<file path="src/rtl/music_pkg.sv">
// music_pkg: tune select codes and arbiter state enum shared by the arbiter and musicplayer
//   SEL_* : 3-bit music_sel codes (off, song1, song2, success, fail)
//   arb_state_t : arbiter FSM states
package music_pkg;
   localparam logic [2:0] SEL_OFF     = 3'd0;
   localparam logic [2:0] SEL_SONG1   = 3'd1;
   localparam logic [2:0] SEL_SONG2   = 3'd2;
   localparam logic [2:0] SEL_SUCCESS = 3'd3;
   localparam logic [2:0] SEL_FAIL    = 3'd4;
   typedef enum logic [1:0] {ST_IDLE, ST_MUTE, ST_BGM, ST_JINGLE} arb_state_t;
   function automatic logic is_jingle(input logic [2:0] sel);
      return sel == SEL_SUCCESS || sel == SEL_FAIL;
   endfunction
endpackage

</file>
<file path="src/rtl/tune_timer.sv">
// tune_timer: loadable down-counter that stops at zero, used for mute gaps and jingle lengths
//   clk, rst      : clock, synchronous active-high reset (value -> 0)
//   load/load_val : load value on the next edge (load wins over counting)
//   value, zero   : current count and value == 0
module tune_timer #(
   parameter int W = 8
) (
   input  logic         clk,
   input  logic         rst,
   input  logic         load,
   input  logic [W-1:0] load_val,
   output logic [W-1:0] value,
   output logic         zero
);
   assign zero = value == '0;
   always_ff @(posedge clk) begin
      if (rst) value <= '0;
      else if (load) value <= load_val;
      else if (!zero) value <= value - 1'b1;
   end
endmodule

</file>
<file path="src/rtl/music_request_arbiter.sv">
// music_request_arbiter: shares the buzzer player between background music and payment jingles
//   clk, rst              : clock, synchronous active-high reset
//   bgm_en, bgm_song      : background music request level and song (1/2 valid)
//   pay_ok, pay_fail      : 1-cycle jingle requests (fail wins when simultaneous)
//   music_sel, music_en   : registered tune select and enable to the player
//   jingle_busy           : jingle muting or playing
//   jingle_done           : pulse in the cycle after a jingle's last playing cycle
module music_request_arbiter
   import music_pkg::*;
#(
   parameter int BEAT_CYCLES   = 25_000_000,
   parameter int SUCCESS_BEATS = 3,
   parameter int FAIL_BEATS    = 2,
   parameter int MUTE_CYCLES   = 16
) (
   input  logic       clk,
   input  logic       rst,
   input  logic       bgm_en,
   input  logic [1:0] bgm_song,
   input  logic       pay_ok,
   input  logic       pay_fail,
   output logic [2:0] music_sel,
   output logic       music_en,
   output logic       jingle_busy,
   output logic       jingle_done
);
   localparam int MAX_BEATS = SUCCESS_BEATS > FAIL_BEATS ? SUCCESS_BEATS : FAIL_BEATS;
   localparam int MAX_CNT = MUTE_CYCLES > MAX_BEATS * BEAT_CYCLES ? MUTE_CYCLES : MAX_BEATS * BEAT_CYCLES;
   localparam int CW = $clog2(MAX_CNT + 1);
   // Terminal count is reached at zero, so each load is one less than the duration
   localparam logic [CW-1:0] MUTE_LD = CW'(MUTE_CYCLES - 1);
   localparam logic [CW-1:0] SUCC_LD = CW'(SUCCESS_BEATS * BEAT_CYCLES - 1);
   localparam logic [CW-1:0] FAIL_LD = CW'(FAIL_BEATS * BEAT_CYCLES - 1);
   arb_state_t state, state_n;
   logic [2:0] target, target_n, pend, pend_n, pend_m, req, song, sel_n;
   logic bgm_ok, load, zero, en_n, busy_n, done_n;
   logic [CW-1:0] load_val, count;
   assign bgm_ok = bgm_en && (bgm_song == 2'd1 || bgm_song == 2'd2);
   tune_timer #(.W(CW)) u_timer (
      .clk(clk), .rst(rst), .load(load), .load_val(load_val), .value(count), .zero(zero)
   );
   always_ff @(posedge clk) begin
      if (rst) begin
         state       <= ST_IDLE;
         target      <= SEL_OFF;
         pend        <= SEL_OFF;
         music_sel   <= SEL_OFF;
         music_en    <= 1'b0;
         jingle_busy <= 1'b0;
         jingle_done <= 1'b0;
      end else begin
         state       <= state_n;
         target      <= target_n;
         pend        <= pend_n;
         music_sel   <= sel_n;
         music_en    <= en_n;
         jingle_busy <= busy_n;
         jingle_done <= done_n;
      end
   end
   always_comb begin
      req = pay_fail ? SEL_FAIL : (pay_ok ? SEL_SUCCESS : SEL_OFF);
      // Pending slot merge: fail overwrites ok, ok only fills an empty slot
      pend_m = (req == SEL_FAIL || (req == SEL_SUCCESS && pend == SEL_OFF)) ? req : pend;
      song = {1'b0, bgm_song};
      state_n = state;
      target_n = target;
      pend_n = pend;
      load = 1'b0;
      load_val = MUTE_LD;
      case (state)
         ST_IDLE: begin
            if (req != SEL_OFF || bgm_ok) begin
               state_n = ST_MUTE;
               target_n = req != SEL_OFF ? req : song;
               load = 1'b1;
            end
         end
         ST_BGM: begin
            if (req != SEL_OFF || (bgm_ok && song != target)) begin
               state_n = ST_MUTE;
               target_n = req != SEL_OFF ? req : song;
               load = 1'b1;
            end else if (!bgm_ok) state_n = ST_IDLE;
         end
         ST_MUTE: begin
            if (is_jingle(target)) begin
               pend_n = pend_m;
               if (zero) begin
                  state_n = ST_JINGLE;
                  load = 1'b1;
                  load_val = target == SEL_SUCCESS ? SUCC_LD : FAIL_LD;
               end
            end else if (req != SEL_OFF || (bgm_ok && song != target)) begin
               // Retarget the mute in progress and restart its gap
               target_n = req != SEL_OFF ? req : song;
               load = 1'b1;
            end else if (!bgm_ok) state_n = ST_IDLE;
            else if (zero) state_n = ST_BGM;
         end
         ST_JINGLE: begin
            pend_n = pend_m;
            if (zero) begin
               pend_n = SEL_OFF;
               state_n = (pend_m != SEL_OFF || bgm_ok) ? ST_MUTE : ST_IDLE;
               target_n = pend_m != SEL_OFF ? pend_m : song;
               load = pend_m != SEL_OFF || bgm_ok;
            end
         end
      endcase
   end
   always_comb begin
      sel_n = state_n == ST_IDLE ? SEL_OFF : target_n;
      en_n = state_n == ST_BGM || state_n == ST_JINGLE;
      busy_n = state_n == ST_JINGLE || (state_n == ST_MUTE && is_jingle(target_n));
      done_n = state == ST_JINGLE && zero;
   end
endmodule

</file>
<file path="config.mk">
export PLATFORM = sky130hd
export DESIGN_NAME = music_request_arbiter
export DESIGN_NICKNAME = d
export VERILOG_FILES = /design/src/rtl/music_pkg.sv /design/src/rtl/tune_timer.sv /design/src/rtl/music_request_arbiter.sv
export SDC_FILE = /design/constraint.sdc
export NUM_CORES = 1
export LEC_CHECK = 0
export CELL_PAD_IN_SITES_DETAIL_PLACEMENT = 0
export CELL_PAD_IN_SITES_GLOBAL_PLACEMENT = 1
export CORE_ASPECT_RATIO = 1.2
export CORE_MARGIN = 8
export CORE_UTILIZATION = 48
export DETAILED_ROUTE_END_ITERATION = 10
export PLACE_DENSITY_LB_ADDON = 0.2
export SYNTH_ARGS = -nofsm -noshare
export SYNTH_HDL_FRONTEND = slang
export SYNTH_SLANG_ARGS = --single-unit
</file>
<file path="constraint.sdc">
create_clock -name clk -period 3.6 [get_ports clk]
set_input_delay 0.54 -clock clk [delete_from_list [all_inputs] [get_ports clk]]
set_output_delay 0.54 -clock clk [all_outputs]
set_load 0.03 [all_outputs]
</file>
# Yosys cells after proc, flatten, opt, wreduce, memory -nomap -nowiden
# Index checks and enable logic that the tools add are counted.
[op_classes]
n_mux = 36
add_sub_neg = 1
n_eq_ne = 17
n_reduce_logical = 23
[ops]
columns = ["cell", "count"]
rows = [
  ["$mux W27", 6],
  ["$mux W3", 10],
  ["$logic_not A27 Y1", 1],
  ["$sub A27 B1 Y27 const B", 1],
  ["$mux W2", 10],
  ["$pmux W3 S4", 1],
  ["$eq A2 B2 Y1 const B", 5],
  ["$eq A3 B2 Y1 const B", 3],
  ["$eq A3 B3 Y1 const B", 3],
  ["$logic_or A1 B1 Y1", 9],
  ["$pmux W2 S4", 1],
  ["$eq A2 B1 Y1 const B", 3],
  ["$mux W1", 6],
  ["$pmux W3 S2", 1],
  ["$reduce_bool A3 Y1", 2],
  ["$logic_and A1 B1 Y1", 5],
  ["$logic_not A2 Y1", 2],
  ["$ne A2 B2 Y1 const B", 2],
  ["$pmux W1 S4", 1],
  ["$logic_not A3 Y1", 1],
  ["$ne A2 B3 Y1", 1],
  ["$reduce_and A2 Y1", 1],
  ["$reduce_bool A2 Y1", 1],
  ["$reduce_or A2 Y1", 1],
]
[word_totals]
elab_cells = 85
output_inout_bits = 6
inputBits = 7
reg_bits = 41

# Longest topological paths before layout
# Gate-level depths: netlist of run 1.
[logic_depth]
word_depth = 14
depth_mapped = 10
ltp_nobuf = 9

# By module
# A second synthesis of run 1 with hierarchy kept.
[unflattened]
hier_cells = 302
area_unflattened_um2 = 2391.0
[by_module_without_submodules]
columns = ["module", "cells_per_inst", "area_per_inst_um2", "seq_area_each_um2", "n_inst"]
rows = [
  ["tune_timer", 175, 1428.9, 540.5, 1],
  ["music_request_arbiter", 127, 962.2, 280.3, 1],
]

# Least setup slack after synthesis of run 1
# No wires, ideal clock.
[synth_timing]
path_kind = "input port to flip-flop"
startpoint = "input pay_fail"
endpoint = "register u_timer.value[19]"
setup_slack_ps = 1129
setup_ps = 70
path_stages = 9
arrival_time_ps = 2402
t_required_ps = 3530
n_path_buf = 2
cell_sequence = "clkbuf_1 or3_1 nor3_2 or2_2 a22oi_1 o21ai_1 buf_2 nand2_1 a21oi_1"
[synth_between]
elab_chain_len = 10
word_cells_on_any_way = 18
classes_between = "3 x eq/ne; 8 x mux; 7 x reduce/logical"
[synth_lines]
columns = ["element", "line_no", "source"]
rows = [
  ["start, declared", "music_request_arbiter.sv:21", "input logic pay_fail,"],
  ["$mux W3 *", "music_request_arbiter.sv:62", "req = pay_fail ? SEL_FAIL : (pay_ok ? SEL_SUCCESS : SEL_OFF);"],
  ["$eq A3 B2 Y1", "music_request_arbiter.sv:64", "pend_m = (req == SEL_FAIL || (req == SEL_SUCCESS && pend == SEL_OFF)) ? req : pend;"],
  ["$logic_and A1 B1 Y1", "music_request_arbiter.sv:64", ""],
  ["$logic_or A1 B1 Y1", "music_request_arbiter.sv:64", ""],
  ["$mux W3", "music_request_arbiter.sv:64", ""],
  ["$reduce_bool A3 Y1", "music_request_arbiter.sv:107", "load = pend_m != SEL_OFF || bgm_ok;"],
  ["$logic_or A1 B1 Y1", "music_request_arbiter.sv:107", ""],
  ["$mux W1", "music_request_arbiter.sv:103", "if (zero) begin"],
  ["$pmux W1 S4 *", "music_request_arbiter.sv:71", "case (state)"],
  ["$ne A2 B2 Y1 (no source line) or $mux W27 (tied branches)", "-", ""],
  ["end signal, assigned", "tune_timer.sv:18", "else if (load) value <= load_val;"],
  ["end signal, assigned", "tune_timer.sv:19", "else if (!zero) value <= value - 1'b1;"],
  ["end, declared", "tune_timer.sv:12", "output logic [W-1:0] value,"],
]
# Mark *: on every way between the ends. The rest lies on a longest branch, timed or not.
# A chain may end at the register's enable or synchronous reset.

# Final worst setup path of run 1
[layout_timing]
startpoint = "input pay_fail"
endpoint = "register u_timer.value[12]"
# Same word-level chain as after synthesis.

==> impl_metrics.csv, run 1 <==
group,metric,value,unit
synthesis,ys_ff_latch,40,
hold_path,worstHoldStart,"u_timer.value[8]$_SDFFE_PP0P_",
drt,routed_wl,5.55,mm
timing,finalMaxSlewViolations,0,
setup_path,critPathCapture,"u_timer.value[12]$_SDFFE_PP0P_",
power,peakVddDrop,273,uV
global_route,grt_pass1_vias,2001,
drt,routedWlPerCell,15.6,um
synthesis,synth_edf_count,0,
setup_path,crit_slowest_cell,"clkdlybuf4s50_1",
placed_design,place_ws,0.500,ns
clock_tree,ctsResizeCount,0,
timing,slew_headroom,56.6,%
finish,nNetsFinal,308,
clock_tree,hold_buffers,0,
power,p_leak,0.960,nW
placed_design,io_buffers,12,
clock_tree,clk_latency,0.29,ns
drt,final_antenna_net_count,0,
synthesis,yosysUniqueCellTypes,47,
global_route,grt_usage,16.0,%
run_status,status,"finished clean",
die,rows,27,
clock_tree,cts-root-buf,"clkbuf_8",
synthesis,async_reset_ff_share,0,%
clock_tree,postCtsSetupBuffers,0,
synthesis,ys_warn_count,0,
clock_tree,cts_tree,"built",
synthesis,synth_ff_type,"dfxtp_1",
setup_path,max_stage_delay,0.55,ns
drt,route.detailed.drc,0,
global_route,grt_pass1_wl,9.40,mm
die,die_h,91.3,um
timing,setup_viol,0,
timing,hold_violations,0,
global_route,antenna_found_initial,0,
setup_path,cp-start-kind,"input port",
timing,fin_crit_sh,78.7,%
global_route,grt_max_degree,20,
setup_path,r2r-end,"u_timer.value[12]$_SDFFE_PP0P_",
drt,viasPerCell,5.82,
setup_path,required,3.77,ns
clock_tree,clk_pin_slew,0.08,ns
placed_design,gp_congestion,0.886,
setup_path,cp-end-kind,"flip-flop",
finish,n_fill_cell,433,
synthesis,seq_area_frac_synth,35.3,%
synthesis,synth.avg_cell_area,8.02,sq um
finish,n_antenna_cell,0,
setup_path,worst-r2r-cell-count,7,
setup_path,crit_path_max_fanout,16,
timing,fmax,353,MHz
die,coreArea,0.00456,sq mm
setup_path,crit_chain,"clkdlybuf4s50_1 -> or3_1 -> nor4_1 -> o22ai_1 -> or2_4 -> nand2b_2 -> nor3_1 -> or3_1",
setup_path,startpoint,"pay_fail",
die,start_util,49.8,%
timing,setup_ws,0.769,ns
synthesis,synthesis.instances,283,
clock_tree,cts_buffer_depth,2,
global_route,gr-total-overflow,0,
setup_path,worst-endpoint-arrival,3.00,ns
power,power.density,456,mW/mm^2
clock_tree,cts.sinks,40,
synthesis,syn_nets,292,
timing,clock-skew-final,0.00473,ns
setup_path,critPathKind,"input port to flip-flop",
clock_tree,cts-buffers-inserted,5,
timing,fin_tns_setup,0,ns
clock_tree,ctsHtreeMaxLevel,2,
timing,rsz0062_at_grt,"no",
setup_path,cpMostUsedCell,"or3_1",
placed_design,dpl.hpwl,4.18,mm
drt,dr.pass1.iters,4,
setup_path,worst_r2r_startpoint,"u_timer.value[22]$_SDFFE_PP0P_",
drt,dr_total_vias,2077,
die,pin_count,13,
drt,drt-initial-drc-count,138,
timing,fin_crit,2.83,ns
setup_path,r2r_slack,0.77,ns
timing,worstMarginPinSlew,0.649,ns
die,dieWidth,78.8,um
finish,area_growth,12.2,%
job,maxCapViolCount,0,
synthesis,syn_area,0.00227,sq mm
finish,layout-drive-gt1-share,9.03,%
die,fp.dieArea,0.00720,sq mm
hold_path,hold_class,"flip-flop to flip-flop",
[area by class of cell]
class / instances / area, sq um / area share [%]
tap: 58 / 72.6 / 2.85
clock buffer: 6 / 72.6 / 2.85
inverter: 8 / 30.0 / 1.18
clock inverter: 1 / 5.00 / 0.196
timing repair buffer: 20 / 180 / 7.07
multi-input combinational: 224 / 1390 / 54.4
sequential: 40 / 801 / 31.4
[through the flow]
stage | cells | instance area, sq um | power [mW] | util [%] | hold WS, ns
2_1_floorplan | 283 | 2270 | 0.780 | - | 0.485
3_3_place_gp | 350 | 2470 | 0.890 | 54.2 | 0.506
3_5_place_dp | 350 | 2470 | 0.887 | 54.2 | 0.516
4_1_cts | 357 | 2550 | 1.17 | 55.9 | 0.530
5_1_grt | 357 | 2550 | 1.23 | 55.9 | 0.578
6_report | 357 | 2550 | 1.16 | 55.9 | 0.532
[cell families (layout without fill, tap and decap cells)]
kind of cell             Yosys count  after routing  share of synthesized area, %
flip-flops                        40             40                          35.3
buffers and inverters             19             35                          3.64
XOR/XNOR                          24             24                          9.26
AND/OR/NAND/NOR                  134            134                          32.6
adder cells (fa/ha/maj)            2              2                          1.10
AO/OA/AOI/OAI                     64             64                          18.1
[placed cells by master, fill, tap and decap left out, types with 5 or more instances in the layout]
cell | netlist | layout
clkdlybuf4s50_1 | 0 | 12
buf_4 | 0 | 8
or3_1 | 8 | 8
a21oi_1 | 26 | 26
xnor2_1 | 14 | 14
inv_1 | 8 | 8
o21a_1 | 7 | 7
o21ai_0 | 8 | 8
clkbuf_8 | 0 | 5
nor3_1 | 15 | 15
dfxtp_1 | 40 | 40
nand2_1 | 38 | 38
nor4_1 | 8 | 8
nor2_1 | 27 | 27
xor2_1 | 10 | 10
[worst min-delay path by stage]
stage	to	slack, ns	depth (start not counted)
after floorplan	u_timer.value[16]$_SDFFE_PP0P_	0.49	2
after global placement	u_timer.value[16]$_SDFFE_PP0P_	0.51	2
after detailed placement	u_timer.value[8]$_SDFFE_PP0P_	0.52	2
after CTS	u_timer.value[8]$_SDFFE_PP0P_	0.53	2
after global routing	u_timer.value[16]$_SDFFE_PP0P_	0.58	2
final	u_timer.value[8]$_SDFFE_PP0P_	0.53	2
[sequential cells by signal, summed over array words and instances (netlist names)]
name	count
pend	3
state	1
jingle_done	1
music_en	1
music_sel	3
u_timer.value	27
target	3
jingle_busy	1
[cells in the mapped netlist (all sizes together) (4+ instances only)]
master,count,share of area (%)
or3,8,2.2
nand2,38,6.3
nand2b,4,1.2
o21a,7,2.3
inv,8,1.3
a21oi,26,5.7
nand3b,4,1.3
xor2,10,3.9
or4,4,1.3
dfxtp,40,35
nor2,27,4.5
buf,4,1.2
clkbuf,7,1.2
nor3,17,4.2
o21ai,9,2.0
xnor2,14,5.4
or2,4,1.2
nor4,12,5.2
[where the power goes]
group          total, mW  leakage, nW  internal (mW)  switching, mW
Sequential         0.518        0.327          0.476         0.0412
Clock              0.281       0.0410          0.132          0.149
Combinational      0.363        0.593          0.154          0.209
[metal layers]
layer	vias to the layer above	track usage [%]	share of wire [%]
met3	15	3.85	4.8
met2	61	27.2	49
met1	950	17.8	43
met5	-	0	0
met4	0	8.36	2.8
li1	1051	-	-
[worst max-delay path: cells and delay by family]
kind | cells | cell delay (ns)
AO/OA/AOI/OAI | 1 | 0.18
buffers and inverters | 1 | 0.55
AND/OR/NAND/NOR | 6 | 1.72
Power figures use the tool's default switching activity.
==> run 2: changes to the inputs <==
--- a/config.mk
+++ b/config.mk
@@ -9,7 +9,7 @@
 export CELL_PAD_IN_SITES_GLOBAL_PLACEMENT = 1
 export CORE_ASPECT_RATIO = 1.2
 export CORE_MARGIN = 8
-export CORE_UTILIZATION = 48
+export CORE_UTILIZATION = 44
 export DETAILED_ROUTE_END_ITERATION = 10
 export PLACE_DENSITY_LB_ADDON = 0.2
 export SYNTH_ARGS = -nofsm -noshare
==> constraint.sdc (replaced) <==
create_clock -name clk -period 2.8 [get_ports clk]
set_input_delay 0.42 -clock clk [delete_from_list [all_inputs] [get_ports clk]]
set_output_delay 0.42 -clock clk [all_outputs]
set_load 0.03 [all_outputs]
==> impl_metrics.csv, run 2 (synthesis gave the netlist of run 1 again) <==
group,metric,value,unit
run_status,status,"finished clean",
global_route,antenna_found_initial,0,
global_route,grt_pass1_wl,9.69,mm
global_route,grt_usage,16.0,%
drt,final_antenna_net_count,0,
drt,dr_total_vias,2155,
clock_tree,postCtsSetupBuffers,0,
placed_design,dpl.hpwl,4.41,mm
timing,rsz0062_at_grt,"no",
drt,drt-initial-drc-count,116,
die,coreArea,0.00494,sq mm
finish,final_area,0.00268,sq mm
global_route,grt_pass1_vias,2068,
clock_tree,cts_tree,"built",
placed_design,io_buffers,12,
global_route,gr-total-overflow,0,
global_route,grt_max_degree,18,
finish,instances_no_fill,375,
hold_path,worstHoldStart,"u_timer.value[16]$_SDFFE_PP0P_",
timing,finalMaxSlewViolations,0,
finish,n_fill_cell,491,
setup_path,critPathKind,"flip-flop to flip-flop",
clock_tree,cts-root-buf,"clkbuf_8",
finish,n_antenna_cell,0,
timing,fin_crit,2.66,ns
setup_path,cp-end-kind,"flip-flop",
drt,route.detailed.drc,0,
hold_path,hold_class,"flip-flop to flip-flop",
clock_tree,cts-buffers-inserted,5,
clock_tree,ctsHtreeMaxLevel,2,
setup_path,worst_r2r_startpoint,"u_timer.value[0]$_SDFFE_PP0P_",
setup_path,required,3.03,ns
power,p_leak,1.04,nW
die,pin_count,13,
finish,regMostFlops,"u_timer.value",
placed_design,gp_congestion,0.867,
hold_path,min_to,"u_timer.value[16]$_SDFFE_PP0P_",
setup_path,cp-start-kind,"flip-flop",
finish,layout-drive-gt1-share,14.0,%
drt,routed_wl,5.91,mm
die,fp.dieArea,0.00773,sq mm
clock_tree,cts_buffer_depth,2,
finish,layout_common_cells,"dfxtp_1, nand2_1, nor2_1",
timing,fin_crit_sh,95.0,%
power,power.density,588,mW/mm^2
finish,final_common_cell,"dfxtp_1",
setup_path,crit_path_max_fanout,5,
job,maxCapViolCount,0,
timing,fmax,376,MHz
setup_path,r2r_slack,0.14,ns
setup_path,worst-r2r-cell-count,9,
timing,slew_headroom,57.3,%
timing,clock-skew-final,0.00422,ns
die,start_util,46.0,%
finish,largest_register_ffs,27,
drt,routedWlPerCell,15.7,um
timing,setup_viol,0,
setup_path,worst-endpoint-arrival,2.89,ns
drt,dr.pass1.iters,4,
finish,area_growth,18.2,%
clock_tree,hold_buffers,0,
clock_tree,cts.sinks,40,
timing,hold_violations,0,
hold_path,hold-path-cell-count,2,
power,power.total,1.58,mW
die,die_h,94.7,um
setup_path,r2r-end,"jingle_busy$_SDFF_PP0_",
timing,fin_tns_setup,0,ns
finish,nNetsFinal,323,
placed_design,place_inst,367,
clock_tree,clk_pin_slew,0.08,ns
power,peakVddDrop,287,uV
placed_design,dpl_cell_area,0.00259,sq mm
clock_tree,clk_latency,0.30,ns
die,dieWidth,81.6,um
die,rows,28,
timing,worstMarginPinSlew,0.640,ns
drt,viasPerCell,5.75,
run 2: layout make-up:
class,count,area [sq um],area share (%)
multi-input combinational,224,1390,51.7
sequential,40,801,29.8
timing repair buffer,35,293,10.9
clock buffer,6,82.6,3.08
tap,60,75.1,2.80
inverter,8,30.0,1.12
clock inverter,2,13.8,0.513
run 2: stage by stage:
step                hold slack, ns  setup WS [ns]  utilization (%)
finish                       0.531          0.141             54.3
global route                 0.580         0.0112             54.3
CTS                          0.535          0.172             54.3
detailed placement           0.511        -0.0546             52.4
global placement             0.499        -0.0401             52.4
floorplan                    0.485          0.386                -
run 2: power breakdown:
group | switching (mW) | total [mW] | internal, mW
Sequential | 0.0494 | 0.662 | 0.612
Combinational | 0.281 | 0.498 | 0.217
Clock | 0.216 | 0.418 | 0.202
run 2: worst max-delay path: stages (launching register included):
cell and delay [ns]:
dfxtp_1 0.37, inv_1 0.10, ha_1 0.18, nor3b_1 0.25
nand4_1 0.26, a2111oi_1 0.55, a21oi_1 0.08, o221a_2 0.28
or3b_1 0.36, a31oi_1 0.16
run 2: what timing repair did:
item | in CTS | in global routing
setup endpoints to repair | 0 | 1
resized for setup | 0 | 1
hold endpoints to repair | 0 | 0
run 2: worst max-delay path by stage:
stage / start / to / slack [ns] / cells after the start
after floorplan: u_timer.value[2]$_SDFFE_PP0P_ / u_timer.value[12]$_SDFFE_PP0P_ / 0.39 / 8
after global placement: bgm_song[0] / u_timer.value[17]$_SDFFE_PP0P_ / -0.04 / 8
after detailed placement: bgm_song[0] / u_timer.value[21]$_SDFFE_PP0P_ / -0.05 / 8
after CTS: u_timer.value[0]$_SDFFE_PP0P_ / jingle_busy$_SDFF_PP0_ / 0.17 / 9
after global routing: u_timer.value[0]$_SDFFE_PP0P_ / jingle_busy$_SDFF_PP0_ / 0.01 / 9
final: u_timer.value[0]$_SDFFE_PP0P_ / jingle_busy$_SDFF_PP0_ / 0.14 / 9
run 2: per-layer routing:
metal  wire (um)  GRT usage [%]
met1        2510           17.7
met3         308           3.23
met5           0              0
met4         161           7.33
met2        2930           28.6
==> RTL edit: new RTL, settings of run 1 <==
Encoding of `arb_state_t`: now one-hot (4 bits for 4 states).
--- a/src/rtl/music_pkg.sv
+++ b/src/rtl/music_pkg.sv
@@ -7,7 +7,7 @@
    localparam logic [2:0] SEL_SONG2   = 3'd2;
    localparam logic [2:0] SEL_SUCCESS = 3'd3;
    localparam logic [2:0] SEL_FAIL    = 3'd4;
-   typedef enum logic [1:0] {ST_IDLE, ST_MUTE, ST_BGM, ST_JINGLE} arb_state_t;
+   typedef enum logic [3:0] {ST_IDLE = 4'b0001, ST_MUTE = 4'b0010, ST_BGM = 4'b0100, ST_JINGLE = 4'b1000} arb_state_t;
    function automatic logic is_jingle(input logic [2:0] sel);
       return sel == SEL_SUCCESS || sel == SEL_FAIL;
    endfunction
Formal check against the unedited RTL: same outputs for any inputs over 10 cycles, from zero or initial values and one cycle with rst high; not proved beyond that.
==> RTL edit against run 1 <==
- synthesized cell count rose by 9.9%
- first-iteration DRC count fell by 22%
- synthesized area rose by 8.7%
- routed wire length rose by 5.9%
- design area rose by 8.8%
- sequential cell count rose by 3
- setup slack got worse by 0.093 ns
- count of clock-buffer cells in the layout fell by 1
- fmax fell by 3.2%
- critical path type is now register to register
Power is not compared: it rests on default switching activity, and its combinational part moved more than twofold at a synthesized area within 25%.
==> RTL edit: results (changes against run 1) <==
crit_family: "simple AND/OR/NAND/NOR gates"
gp_congestion: 1.05  # +19%
syn_avg_cell_area_sq_um: 7.94  # -1.1%
wl_met1_mm: 2.59  # +7.7%
critPathMaxStageDelay_ns: 0.53  # -0.02 ns
hpwlAfterDp_mm: 4.38  # +4.7%
synth_seq_area_share_pct: 34.9  # -0.39 points
vias: 2227  # +7.2%
use_met1_pct: 18.0  # +0.23 points
synthTopCellsByCount: "dfxtp_1, nor2_1, a21oi_1, nand2_1, nor3_1"
place_ws_ns: 0.396  # -0.104 ns
worstPathMaxFanout: 8  # -8
stdcell_count: 386  # +8.1%
use_met2_pct: 28.8  # +1.6 points
outcome: "completed"
netlist_top_cells_area: "dfxtp_1, a21oi_1, nor2_1, nand2_1, xnor2_1"
grtUsageTotal_pct: 16.0  # +0.019 points
grt_pass1_wl_mm: 9.73  # +3.5%
ys_types: 57  # +21%
diodes: 0  # unchanged
post_cts_resized: 0  # unchanged
nNetsFinal: 333  # +8.1%
worst_slew_pin_slew_ns: 0.771  # +0.122 ns
post_drt_wl_per_cell_microns: 15.2  # -2.1%
startpoint: "u_timer.value[0]"
syn-num-nets: 319  # +9.2%
use_met3_pct: 3.14  # -0.71 points
finClkSkew_ns: 0.00322  # -0.00151 ns
h-tree-depth: 2  # unchanged
first_global_vias: 2116  # +5.7%
placed_cells: 378  # +8.0%
wl_met3_microns: 218  # -18%
slowest_stage: "or4b_4"
worstHoldStart: "pend[0]"
final.setup.tns_ns: 0  # unchanged
drt_iter0_markers: 108  # -22%
clockRootBuffer: "clkbuf_8"
top_regs: "u_timer.value (27), state (4)"
grt_max_degree: 29  # +45%
final_layout_size_suffix_gt1_share_pct: 9.51  # +0.48 points
arrival_ns: 3.15  # +0.15 ns
wl_met2_mm: 2.98  # +9.4%
RTL edit: changes by cell type after synthesis, sizes merged, moves of 5 or more:
cell,delta
a211oi,+5
a21oi,+6
and2,+8
nand2,-7
nand3,+7
nor2,+9
o21a,-5
o21ai,+6
RTL edit: power by group through the flow:
stage | sequential (W) | combinational, W | clock (W)
final | 0.000785 | 0.00157 | 0.000379
after CTS | 0.000784 | 0.00157 | 0.000392
after detailed placement | 0.000795 | 0.00156 | 0
after global routing | 0.000809 | 0.00175 | 0.000409
after global placement | 0.000794 | 0.00154 | 0
after floorplan | 0.000782 | 0.00122 | 0
RTL edit: area by class of cell:
cell class,instances,area [sq um]
sequential,43,861
tap,60,75.1
fill,498,2170
clock inverter,3,43.8
timing repair buffer,19,173
clock buffer,5,68.8
inverter,8,30.0
multi-input combinational,248,1520
RTL edit: logic make-up (layout without fill, tap and decap cells):
group                    Yosys count  after routing  synth area share [%]
multiplexers                       1              1                 0.405
AND/OR/NAND/NOR                  145            145                  32.0
AO/OA/AOI/OAI                     77             77                  20.2
adder cells (fa/ha/maj)            1              1                 0.507
XOR/XNOR                          24             24                  8.51
flip-flops                        43             43                  34.9
buffers and inverters             20             35                  3.50
RTL edit: worst paths after layout:
| path | endpoint | slack (ns) | cells past startpoint |
|---|---|---|---|
| setup / recovery | jingle_busy | 0.68 | 10 |
| setup reg to reg | jingle_busy | 0.68 | 10 |
| hold / removal | pend[0] | 0.50 | 2 |
| hold reg to reg | pend[0] | 0.50 | 2 |
RTL edit: stage by stage:
step           utilization [%]  instance area [sq um]
6_report                  56.1                   2770
3_3_place_gp              53.9                   2660
5_1_grt                   56.1                   2770
4_1_cts                   56.1                   2770
3_5_place_dp              53.9                   2660
2_1_floorplan                -                   2470
